===== src/rtl/frame_scanner.sv =====
// frame_scanner: streams a BPP-deep frame RAM as RGB565 pixels to an LCD driver (clk/reset/en/mode/start in; read_addr, pixel_rgb, print, busy, initialized, frame_done out)
module frame_scanner #(
  parameter int H_RES = 320,
  parameter int V_RES = 240,
  parameter int BPP = 1,
  parameter int RAM_LATENCY = 1,
  localparam int NPIX = H_RES * V_RES,
  localparam int AW = $clog2(NPIX)
) (
  input  logic          clk,
  input  logic          reset,
  input  logic          en,
  input  logic          mode,
  input  logic          start,
  output logic [AW-1:0] read_addr,
  input  logic [BPP-1:0] ram_q,
  output logic [15:0]   pixel_rgb,
  output logic          print,
  input  logic          driver_done,
  input  logic          driver_initialized,
  output logic          initialized,
  output logic          busy,
  output logic          frame_done
);
  typedef enum logic [2:0] {S_RESET, S_WAIT_INIT, S_IDLE, S_FETCH, S_SEND} state_t;
  localparam logic [AW-1:0] LAST = AW'(NPIX - 1);
  state_t state_q, state_d;
  logic [AW-1:0] ptr_q, ptr_d;
  logic [1:0] wcnt_q, wcnt_d;
  logic [15:0] rgb_q, rgb_d;
  logic [7:0] g8;
  logic last_px;
  assign g8 = {(8 / BPP){ram_q}};
  assign last_px = ptr_q == LAST;
  assign read_addr = ptr_q;
  assign pixel_rgb = rgb_q;
  assign print = state_q == S_SEND;
  assign busy = state_q == S_FETCH || state_q == S_SEND;
  assign initialized = busy || state_q == S_IDLE;
  always_comb begin
    state_d = state_q;
    ptr_d = ptr_q;
    wcnt_d = wcnt_q;
    rgb_d = rgb_q;
    frame_done = 1'b0;
    if (en)
      case (state_q)
        S_RESET: state_d = S_WAIT_INIT;
        S_WAIT_INIT: state_d = driver_initialized ? S_IDLE : S_WAIT_INIT;
        S_IDLE: state_d = (mode || start) ? S_FETCH : S_IDLE;
        S_FETCH:
          if (wcnt_q == 2'(RAM_LATENCY - 1)) begin
            state_d = S_SEND;
            wcnt_d = 2'd0;
            rgb_d = {g8[7:3], g8[7:2], g8[7:3]};
          end else
            wcnt_d = wcnt_q + 2'd1;
        S_SEND:
          if (driver_done) begin
            frame_done = last_px;
            ptr_d = last_px ? '0 : ptr_q + 1'b1;
            state_d = (!last_px || mode) ? S_FETCH : S_IDLE;
          end
        default: state_d = S_RESET;
      endcase
  end
  always_ff @(posedge clk or posedge reset) begin
    if (reset) begin
      state_q <= S_RESET;
      ptr_q <= '0;
      wcnt_q <= 2'd0;
      rgb_q <= 16'h0000;
    end else begin
      state_q <= state_d;
      ptr_q <= ptr_d;
      wcnt_q <= wcnt_d;
      rgb_q <= rgb_d;
    end
  end
endmodule


===== config.mk =====
export PLATFORM = sky130hd
export DESIGN_NAME = frame_scanner
export DESIGN_NICKNAME = d
export VERILOG_FILES = /design/src/rtl/frame_scanner.sv
export SDC_FILE = /design/constraint.sdc
export NUM_CORES = 1
export LEC_CHECK = 0
export CAP_MARGIN = 20
export CORE_MARGIN = 4
export CORE_UTILIZATION = 47
export CTS_BUF_LIST = sky130_fd_sc_hd__clkbuf_4
export CTS_CLUSTER_SIZE = 30
export DETAILED_ROUTE_END_ITERATION = 6
export PLACE_DENSITY = 0.82
export SYNTH_ARGS = -nofsm -noshare
export SYNTH_HDL_FRONTEND = slang
export SYNTH_SLANG_ARGS = --single-unit

===== constraint.sdc =====
create_clock -name clk -period 6.4 [get_ports clk]
set_input_delay 1.92 -clock clk [delete_from_list [all_inputs] [get_ports clk]]
set_output_delay 1.92 -clock clk [all_outputs]
set_load 0.01 [all_outputs]

==> results_dict.tcl, run 1 <==
set metrics [dict create \
    post-route-util 0.633 \
    ys_types 34 \
    period_needed_ns 5.43 \
    slew_headroom 0.407 \
    slowest_stage "clkdlybuf4s50_1" \
    min_from "read_addr[15]$_DFFE_PP0P_" \
    wl_um 3010 \
    fin_nets 193 \
    antenna_found_initial 0 \
    syn_area_um2 1340 \
    postCtsSetupBuffers 0 \
    clock-skew-final_ns 0.00482 \
    grt_first_pass_wirelength_um 4940 \
    drt_iter0_drc 31 \
    vdd_drop_max_uv 302 \
    ctsResizeCount 0 \
    cts_tree "yes" \
    yosysWarnings 0 \
    status "finished clean" \
    wl_per_cell_um 14.2 \
    rr_worst_depth 4 \
    root_buffer "clkbuf_4" \
    port_buffers 44 \
    holdPathStages 1 \
    synth_common_cells "dfrtp_1 (23), nand2_1 (22), buf_4 (15)" \
    clk_latency_ns 0.30 \
    cts_buffers 3 \
    holdPathEnd "read_addr[15]$_DFFE_PP0P_" \
    post-route-period-util 0.848 \
    diodes 0 \
    grt_overflow 0 \
    clkTransAtPathRegs_ns 0.12 \
    ys.flop_type "dfrtp_1" \
    setup_violations 0 \
    drive_above_1_share 0.0331 \
    drc 0 \
    dieArea_um2 3770 \
    path_buf_inv 2 \
    arrival_ns 3.51 \
    syn_inst 149 \
    num_vias 1195 \
    path_class "primary input to primary output" \
    hold_viol 0 \
    area_growth_pct 29.3 \
    pwr_density_cell_nw_per_um2 305 \
    syn_avg_cell_area_um2 8.99 \
    clockBufferDepth 2 \
    rows 19 \
    required_ns 4.48 \
    end_kind "primary output" \
    gp_congestion 0.888 \
    netlist_top_cells_area "dfrtp_1 (43%), buf_4 (8.4%), xnor2_1 (6.5%)" \
    cpPeakStageDelay_ns 0.57 \
    slew_violations 0 \
    dp_hpwl_um 2290 \
    grtUsageTotal 0.174 \
    critPathTopFamily "buffers and inverters" \
    ys_ff_latch 23 \
    p_leak_nw 0.699 \
    grt_max_degree 24 \
    crit_chain "clkdlybuf4s50_1, nand3_1, nor3_1, clkdlybuf4s50_1" \
    fin_setup_tns_ns 0 \
    cts_sinks 23 \
    tightest_slew_ns 0.889 \
    rr_endpoint "read_addr[5]$_DFFE_PP0P_" \
    via_per_inst 5.64 \
    drt-pass1-iter-count 4 \
    r2r_slack_ns 4.05 \
    yosysSeqAreaShare 0.430 \
    synth_edf_count 0 \
    fp.dieH_um 61.4 \
    async_flop_share 1.00 \
    r2r-start "read_addr[14]$_DFFE_PP0P_" \
    initial_core_util 0.490 \
    die_w_um 61.4 \
    core_area_um2 2730 \
    worstSetupStartpointType "primary input" \
    synth_top_cell_area_share 0.430 \
    hp-class "flip-flop to flip-flop" \
    crit_path_frequent_cell "clkdlybuf4s50_1" \
    maxCapViolCount 0 \
    syn_nets 160 \
    fin_ws_ns 0.970 \
    dp_slack_ns 0.974 \
    max_freq_mhz 184 \
    crit_path_max_fanout 6 \
    postCtsHoldBufs 0 \
    grt_pass1_vias 1060 \
    synth_top_area_cell "dfrtp_1" \
    fill_cells 232 \
    rsz0062_at_grt "false" \
    pin_count 45 \
    htree_levels 1 \
    antenna_left 0 \
    yosysMostFrequentCell "dfrtp_1" \
]
## final cells by class
class	instances	area, um^2	area share
flip-flops and latches	23	576	0.333
inverters	7	26.3	0.0152
multi-input cells	103	619	0.358
clock buffers	4	30.0	0.0174
repair buffers	44	440	0.255
well taps	31	38.8	0.0224
## power breakdown
part | switching (W) | internal [W]
combinational | 0.000106 | 0.000146
clock | 0.0000419 | 0.0000285
sequential | 0.0000375 | 0.000169
total | 0.000185 | 0.000343
## kinds of logic (layout without fill, tap and decap cells)
logic type | Yosys count | after routing | share of synthesized area
AO/OA/AOI/OAI | 20 | 20 | 0.0925
adder cells (fa/ha/maj) | 3 | 3 | 0.0280
XOR/XNOR | 11 | 11 | 0.0720
flip-flops | 23 | 23 | 0.430
multiplexers | 2 | 2 | 0.0159
AND/OR/NAND/NOR | 67 | 67 | 0.254
buffers and inverters | 23 | 55 | 0.107
## cells in the final DEF, fill, tap and decap left out, types with 2 or more instances in the layout
cell             count
clkdlybuf4s50_1     44
dfrtp_1             23
nand2_1             22
xnor2_1             10
nor2_1              10
nor3_1               8
inv_1                7
o21ai_0              7
nand4_1              6
nand3_1              6
a21oi_1              5
clkbuf_4             4
or4_1                3
ha_1                 3
or3_1                2
o31ai_1              2
nand2b_1             2
## layer usage
layer,track usage,up-vias,share of wire
met2,0.285,58,0.46
met3,0.0252,5,0.078
met5,0,-,0
met1,0.238,560,0.44
li1,-,572,-
met4,0.0545,0,0.013
## through the flow
step	hold WS (ns)	power (W)	area, um^2	instances
6_report	0.540	0.000529	1730	212
5_1_grt	0.553	0.000571	1730	212
4_1_cts	0.538	0.000534	1730	212
3_5_place_dp	0.518	0.000463	1700	208
3_3_place_gp	0.502	0.000455	1700	208
2_1_floorplan	0.523	0.000372	1340	149
## how the worst max path moves through the flow
stage                      startpoint    endpoint  slack (ns)  cells past startpoint
after floorplan           driver_done  frame_done        2.08                      2
final                              en  frame_done        0.97                      4
after global placement             en  frame_done        1.04                      4
after CTS                          en  frame_done        0.97                      4
after detailed placement           en  frame_done        0.97                      4
after global routing               en  frame_done        0.85                      4
## registers in the layout, indices dropped and copies added, names as in the netlist
signal and count:
state_q 3, pixel_rgb 1, read_addr 17, wcnt_q 2
## worst register-to-register path, stage by stage, from the launching register on
cell	delay, ns
dfrtp_1	0.44
or4b_1	0.52
or4_1	0.52
nor3_1	0.63
nor2_1	0.11
Power figures use the tool's default switching activity.
==> run 2: changes to the inputs <==
==> constraint.sdc (replaced) <==
create_clock -name clk -period 5.2 [get_ports clk]
set_input_delay 1.56 -clock clk [delete_from_list [all_inputs] [get_ports clk]]
set_output_delay 1.56 -clock clk [all_outputs]
set_load 0.01 [all_outputs]
==> results_dict.tcl, run 2 (synthesis results as in run 1) <==
set metrics [dict create \
    status "finished clean" \
    clkPwrFrac 0.134 \
    drive_above_1_share 0.0331 \
    port_buffers 44 \
    fin_nets 193 \
    gp_congestion 0.888 \
    post-route-period-util 0.901 \
    num_vias 1219 \
    r2r_slack_ns 2.85 \
    drt_iter0_drc 51 \
    final_common_cell "clkdlybuf4s50_1" \
    fin_hold_ws_ns 0.530 \
    fin_setup_tns_ns 0 \
    initial_core_util 0.490 \
    grt_max_degree 24 \
    root_buffer "clkbuf_4" \
    die_w_um 61.4 \
    path_class "primary input to primary output" \
    via_per_inst 5.75 \
    area_growth_pct 29.3 \
    max_freq_mhz 214 \
    grtUsageTotal 0.170 \
    fp.dieH_um 61.4 \
    wl_um 3020 \
    dp_hpwl_um 2310 \
    p_leak_nw 0.699 \
    place_inst 208 \
    grt_first_pass_wirelength_um 4860 \
    fin_cells 212 \
    htree_levels 1 \
    period_needed_ns 4.68 \
    holdPathStages 1 \
    core_area_um2 2730 \
    end_kind "primary output" \
    antenna_left 0 \
    setup_violations 0 \
    cts_sinks 23 \
    crit_path_max_fanout 6 \
    clockBufferDepth 2 \
    grt_overflow 0 \
    p_comb_frac 0.478 \
    hold_viol 0 \
    place_area_um2 1700 \
    switching_share 0.355 \
    clock-skew-final_ns 0.00447 \
    seq_power_share 0.388 \
    min_from "read_addr[15]$_DFFE_PP0P_" \
    rr_worst_depth 4 \
    cts_buffers 3 \
    maxCapViolCount 0 \
    vdd_drop_max_uv 369 \
    arrival_ns 3.12 \
    switchingPower_w 0.000233 \
    hp-class "flip-flop to flip-flop" \
    postCtsSetupBuffers 0 \
    rsz0062_at_grt "false" \
    largest_reg_flops 17 \
    clk_latency_ns 0.31 \
    tightest_slew_ns 0.870 \
    grt_pass1_vias 1086 \
    ctsResizeCount 0 \
    diodes 0 \
    required_ns 3.64 \
    pin_count 45 \
    wl_per_cell_um 14.2 \
    layout_common_cells "clkdlybuf4s50_1 (44), dfrtp_1 (23), nand2_1 (22)" \
    antenna_found_initial 0 \
    rr_endpoint "read_addr[5]$_DFFE_PP0P_" \
    fin_area_um2 1730 \
    dieArea_um2 3770 \
    drc 0 \
    slew_headroom 0.419 \
    postCtsHoldBufs 0 \
    slew_violations 0 \
    worstSetupStartpointType "primary input" \
    drt-pass1-iter-count 4 \
    pwr_density_cell_nw_per_um2 379 \
    cell_internal_pwr_w 0.000423 \
    clkTransAtPathRegs_ns 0.12 \
    rows 19 \
    cts_tree "yes" \
    holdPathEnd "read_addr[15]$_DFFE_PP0P_" \
    r2r-start "read_addr[10]$_DFFE_PP0P_" \
]
[run 2: cell counts in the layout (fill, tap and decap cells not counted)]
No cell type changed its count.
[run 2: layer usage]
layer | up-vias | GRT usage | part of all wire
li1 | 572 | - | -
met5 | - | 0 | 0
met4 | 0 | 0.0606 | 0.015
met1 | 579 | 0.229 | 0.44
met2 | 62 | 0.279 | 0.47
met3 | 6 | 0.0252 | 0.081
[run 2: power by group through the flow]
stage / sequential, W / combinational [W] / clock, W
finish: 0.000254 / 0.000313 / 0.0000875
global placement: 0.000254 / 0.000306 / 0
detailed placement: 0.000257 / 0.000314 / 0
CTS: 0.000254 / 0.000316 / 0.0000881
global route: 0.000262 / 0.000343 / 0.0000957
floorplan: 0.000253 / 0.000206 / 0
[run 2: worst max path at each step]
stage           startpoint          to  cells after the start
2_1_floorplan  driver_done  frame_done                      2
3_3_place_gp            en  frame_done                      4
3_5_place_dp            en  frame_done                      4
6_report                en  frame_done                      4
4_1_cts                 en  frame_done                      4
5_1_grt                 en  frame_done                      4
[run 2: final cells by class]
cell class                      count  area, um^2
Fill cell                         234        1000
Multi-Input combinational cell    103         619
Sequential cell                    23         576
Timing Repair Buffer               44         440
Tap cell                           31        38.8
Clock buffer                        4        30.0
Inverter                            7        26.3
[run 2: worst max-delay path, stage by stage]
cell             delay [ns]
clkdlybuf4s50_1        0.57
nand3_1                0.21
nor3_1                 0.23
clkdlybuf4s50_1        0.56
[run 2: per-stage QoR]
| step | util | power [W] | worst slack (ns) |
|---|---|---|---|
| floorplan | - | 0.000458 | 1.60 |
| global placement | 0.622 | 0.000560 | 0.558 |
| detailed placement | 0.622 | 0.000571 | 0.523 |
| CTS | 0.633 | 0.000657 | 0.512 |
| global route | 0.633 | 0.000701 | 0.392 |
| finish | 0.633 | 0.000655 | 0.517 |
==> run 3: changes to the inputs <==
--- a/config.mk
+++ b/config.mk
@@ -6,7 +6,7 @@
 export NUM_CORES = 1
 export LEC_CHECK = 0
 export CAP_MARGIN = 20
-export CORE_MARGIN = 4
+export CORE_MARGIN = 1
 export CORE_UTILIZATION = 47
 export CTS_BUF_LIST = sky130_fd_sc_hd__clkbuf_4
 export CTS_CLUSTER_SIZE = 30
==> results_dict.tcl, run 3 (synthesis results as in run 1) <==
set metrics [dict create \
    path_class "primary input to primary output" \
    required_ns 3.64 \
    crit_path_max_fanout 6 \
    initial_core_util 0.517 \
    vdd_drop_max_uv 395 \
    p_leak_nw 0.699 \
    grtUsageTotal 0.203 \
    num_vias 1217 \
    fin_cells 211 \
    slew_headroom 0.432 \
    htree_levels 1 \
    clk_latency_ns 0.31 \
    cts_sinks 23 \
    cts_tree "yes" \
    setup_violations 0 \
    wl_um 2940 \
    pwr_density_cell_nw_per_um2 374 \
    grt_overflow 0 \
    startpoint "en" \
    antenna_left 0 \
    crit_end "frame_done" \
    period_needed_ns 4.70 \
    area_growth_pct 29.2 \
    postCtsHoldBufs 0 \
    cts_buffers 3 \
    rows 18 \
    tightest_slew_ns 0.851 \
    grt_first_pass_wirelength_um 5020 \
    hold_viol 0 \
    pin_count 45 \
    layout_common_cells "clkdlybuf4s50_1 (44), dfrtp_1 (23), nand2_1 (22)" \
    final_common_cell "clkdlybuf4s50_1" \
    dieArea_um2 3070 \
    largest_reg_flops 17 \
    core_area_um2 2590 \
    worstSetupStartpointType "primary input" \
    dp_hpwl_um 2280 \
    clkTransAtPathRegs_ns 0.12 \
    fin_nets 193 \
    clockBufferDepth 2 \
    clock-skew-final_ns 0.00114 \
    rr_endpoint "read_addr[11]$_DFFE_PP0P_" \
    arrival_ns 3.14 \
    maxCapViolCount 0 \
    fin_setup_tns_ns 0 \
    grt_max_degree 24 \
    hp-class "flip-flop to flip-flop" \
    wl_per_cell_um 14.0 \
    root_buffer "clkbuf_4" \
    drc 0 \
    port_buffers 44 \
    max_freq_mhz 213 \
    post-route-util 0.668 \
    diodes 0 \
    drive_above_1_share 0.0331 \
    end_kind "primary output" \
    via_per_inst 5.77 \
    grt_pass1_vias 1126 \
    fin_hold_ws_ns 0.534 \
    rr_worst_depth 4 \
    gp_congestion 0.896 \
    status "finished clean" \
    postCtsSetupBuffers 0 \
    die_w_um 55.4 \
    slew_violations 0 \
    ctsResizeCount 0 \
    r2r_slack_ns 2.85 \
    antenna_found_initial 0 \
    drt_iter0_drc 56 \
    place_inst 207 \
    post-route-period-util 0.904 \
    r2r-start "read_addr[10]$_DFFE_PP0P_" \
    power_w 0.000647 \
    fp.dieH_um 55.4 \
    rsz0062_at_grt "false" \
    drt-pass1-iter-count 4 \
]
==> run 3: layer usage <==
| metal | track usage | part of all wire | vias up |
|---|---|---|---|
| met5 | 0 | 0 | - |
| met4 | 0.0786 | 0.016 | 0 |
| met3 | 0.0328 | 0.079 | 7 |
| met2 | 0.346 | 0.49 | 77 |
| met1 | 0.256 | 0.41 | 560 |
| li1 | - | - | 573 |
==> run 3: metrics by stage <==
| step | setup WS [ns] | cell area, um^2 |
|---|---|---|
| 4_1_cts | 0.500 | 1730 |
| 2_1_floorplan | 1.60 | 1340 |
| 3_5_place_dp | 0.507 | 1700 |
| 5_1_grt | 0.387 | 1730 |
| 6_report | 0.497 | 1730 |
| 3_3_place_gp | 0.526 | 1700 |
==> run 3: worst min-delay path by stage <==
stage,from,end,cells after the start
finish,read_addr[14]$_DFFE_PP0P_,read_addr[14]$_DFFE_PP0P_,1
global route,read_addr[14]$_DFFE_PP0P_,read_addr[14]$_DFFE_PP0P_,1
CTS,read_addr[14]$_DFFE_PP0P_,read_addr[14]$_DFFE_PP0P_,1
detailed placement,read_addr[14]$_DFFE_PP0P_,read_addr[14]$_DFFE_PP0P_,1
global placement,read_addr[14]$_DFFE_PP0P_,read_addr[14]$_DFFE_PP0P_,1
floorplan,wcnt_q[0]$_DFFE_PP0P_,wcnt_q[0]$_DFFE_PP0P_,2
==> run 3: final cells by class <==
cell class,count,area [um^2]
sequential,23,576
clock buffer,4,30.0
inverter,7,26.3
multi-input combinational,103,619
timing repair buffer,44,440
fill,210,861
tap,30,37.5
==> run 3: where the power goes <==
part           total [W]  switching (W)  internal (W)
combinational   0.000305       0.000126      0.000179
clock          0.0000861      0.0000510     0.0000352
sequential      0.000256      0.0000482      0.000208
==> run 3: worst max-delay path, cell delays in order <==
cell,delay (ns)
clkdlybuf4s50_1,0.56
nand3_1,0.23
nor3_1,0.23
clkdlybuf4s50_1,0.56
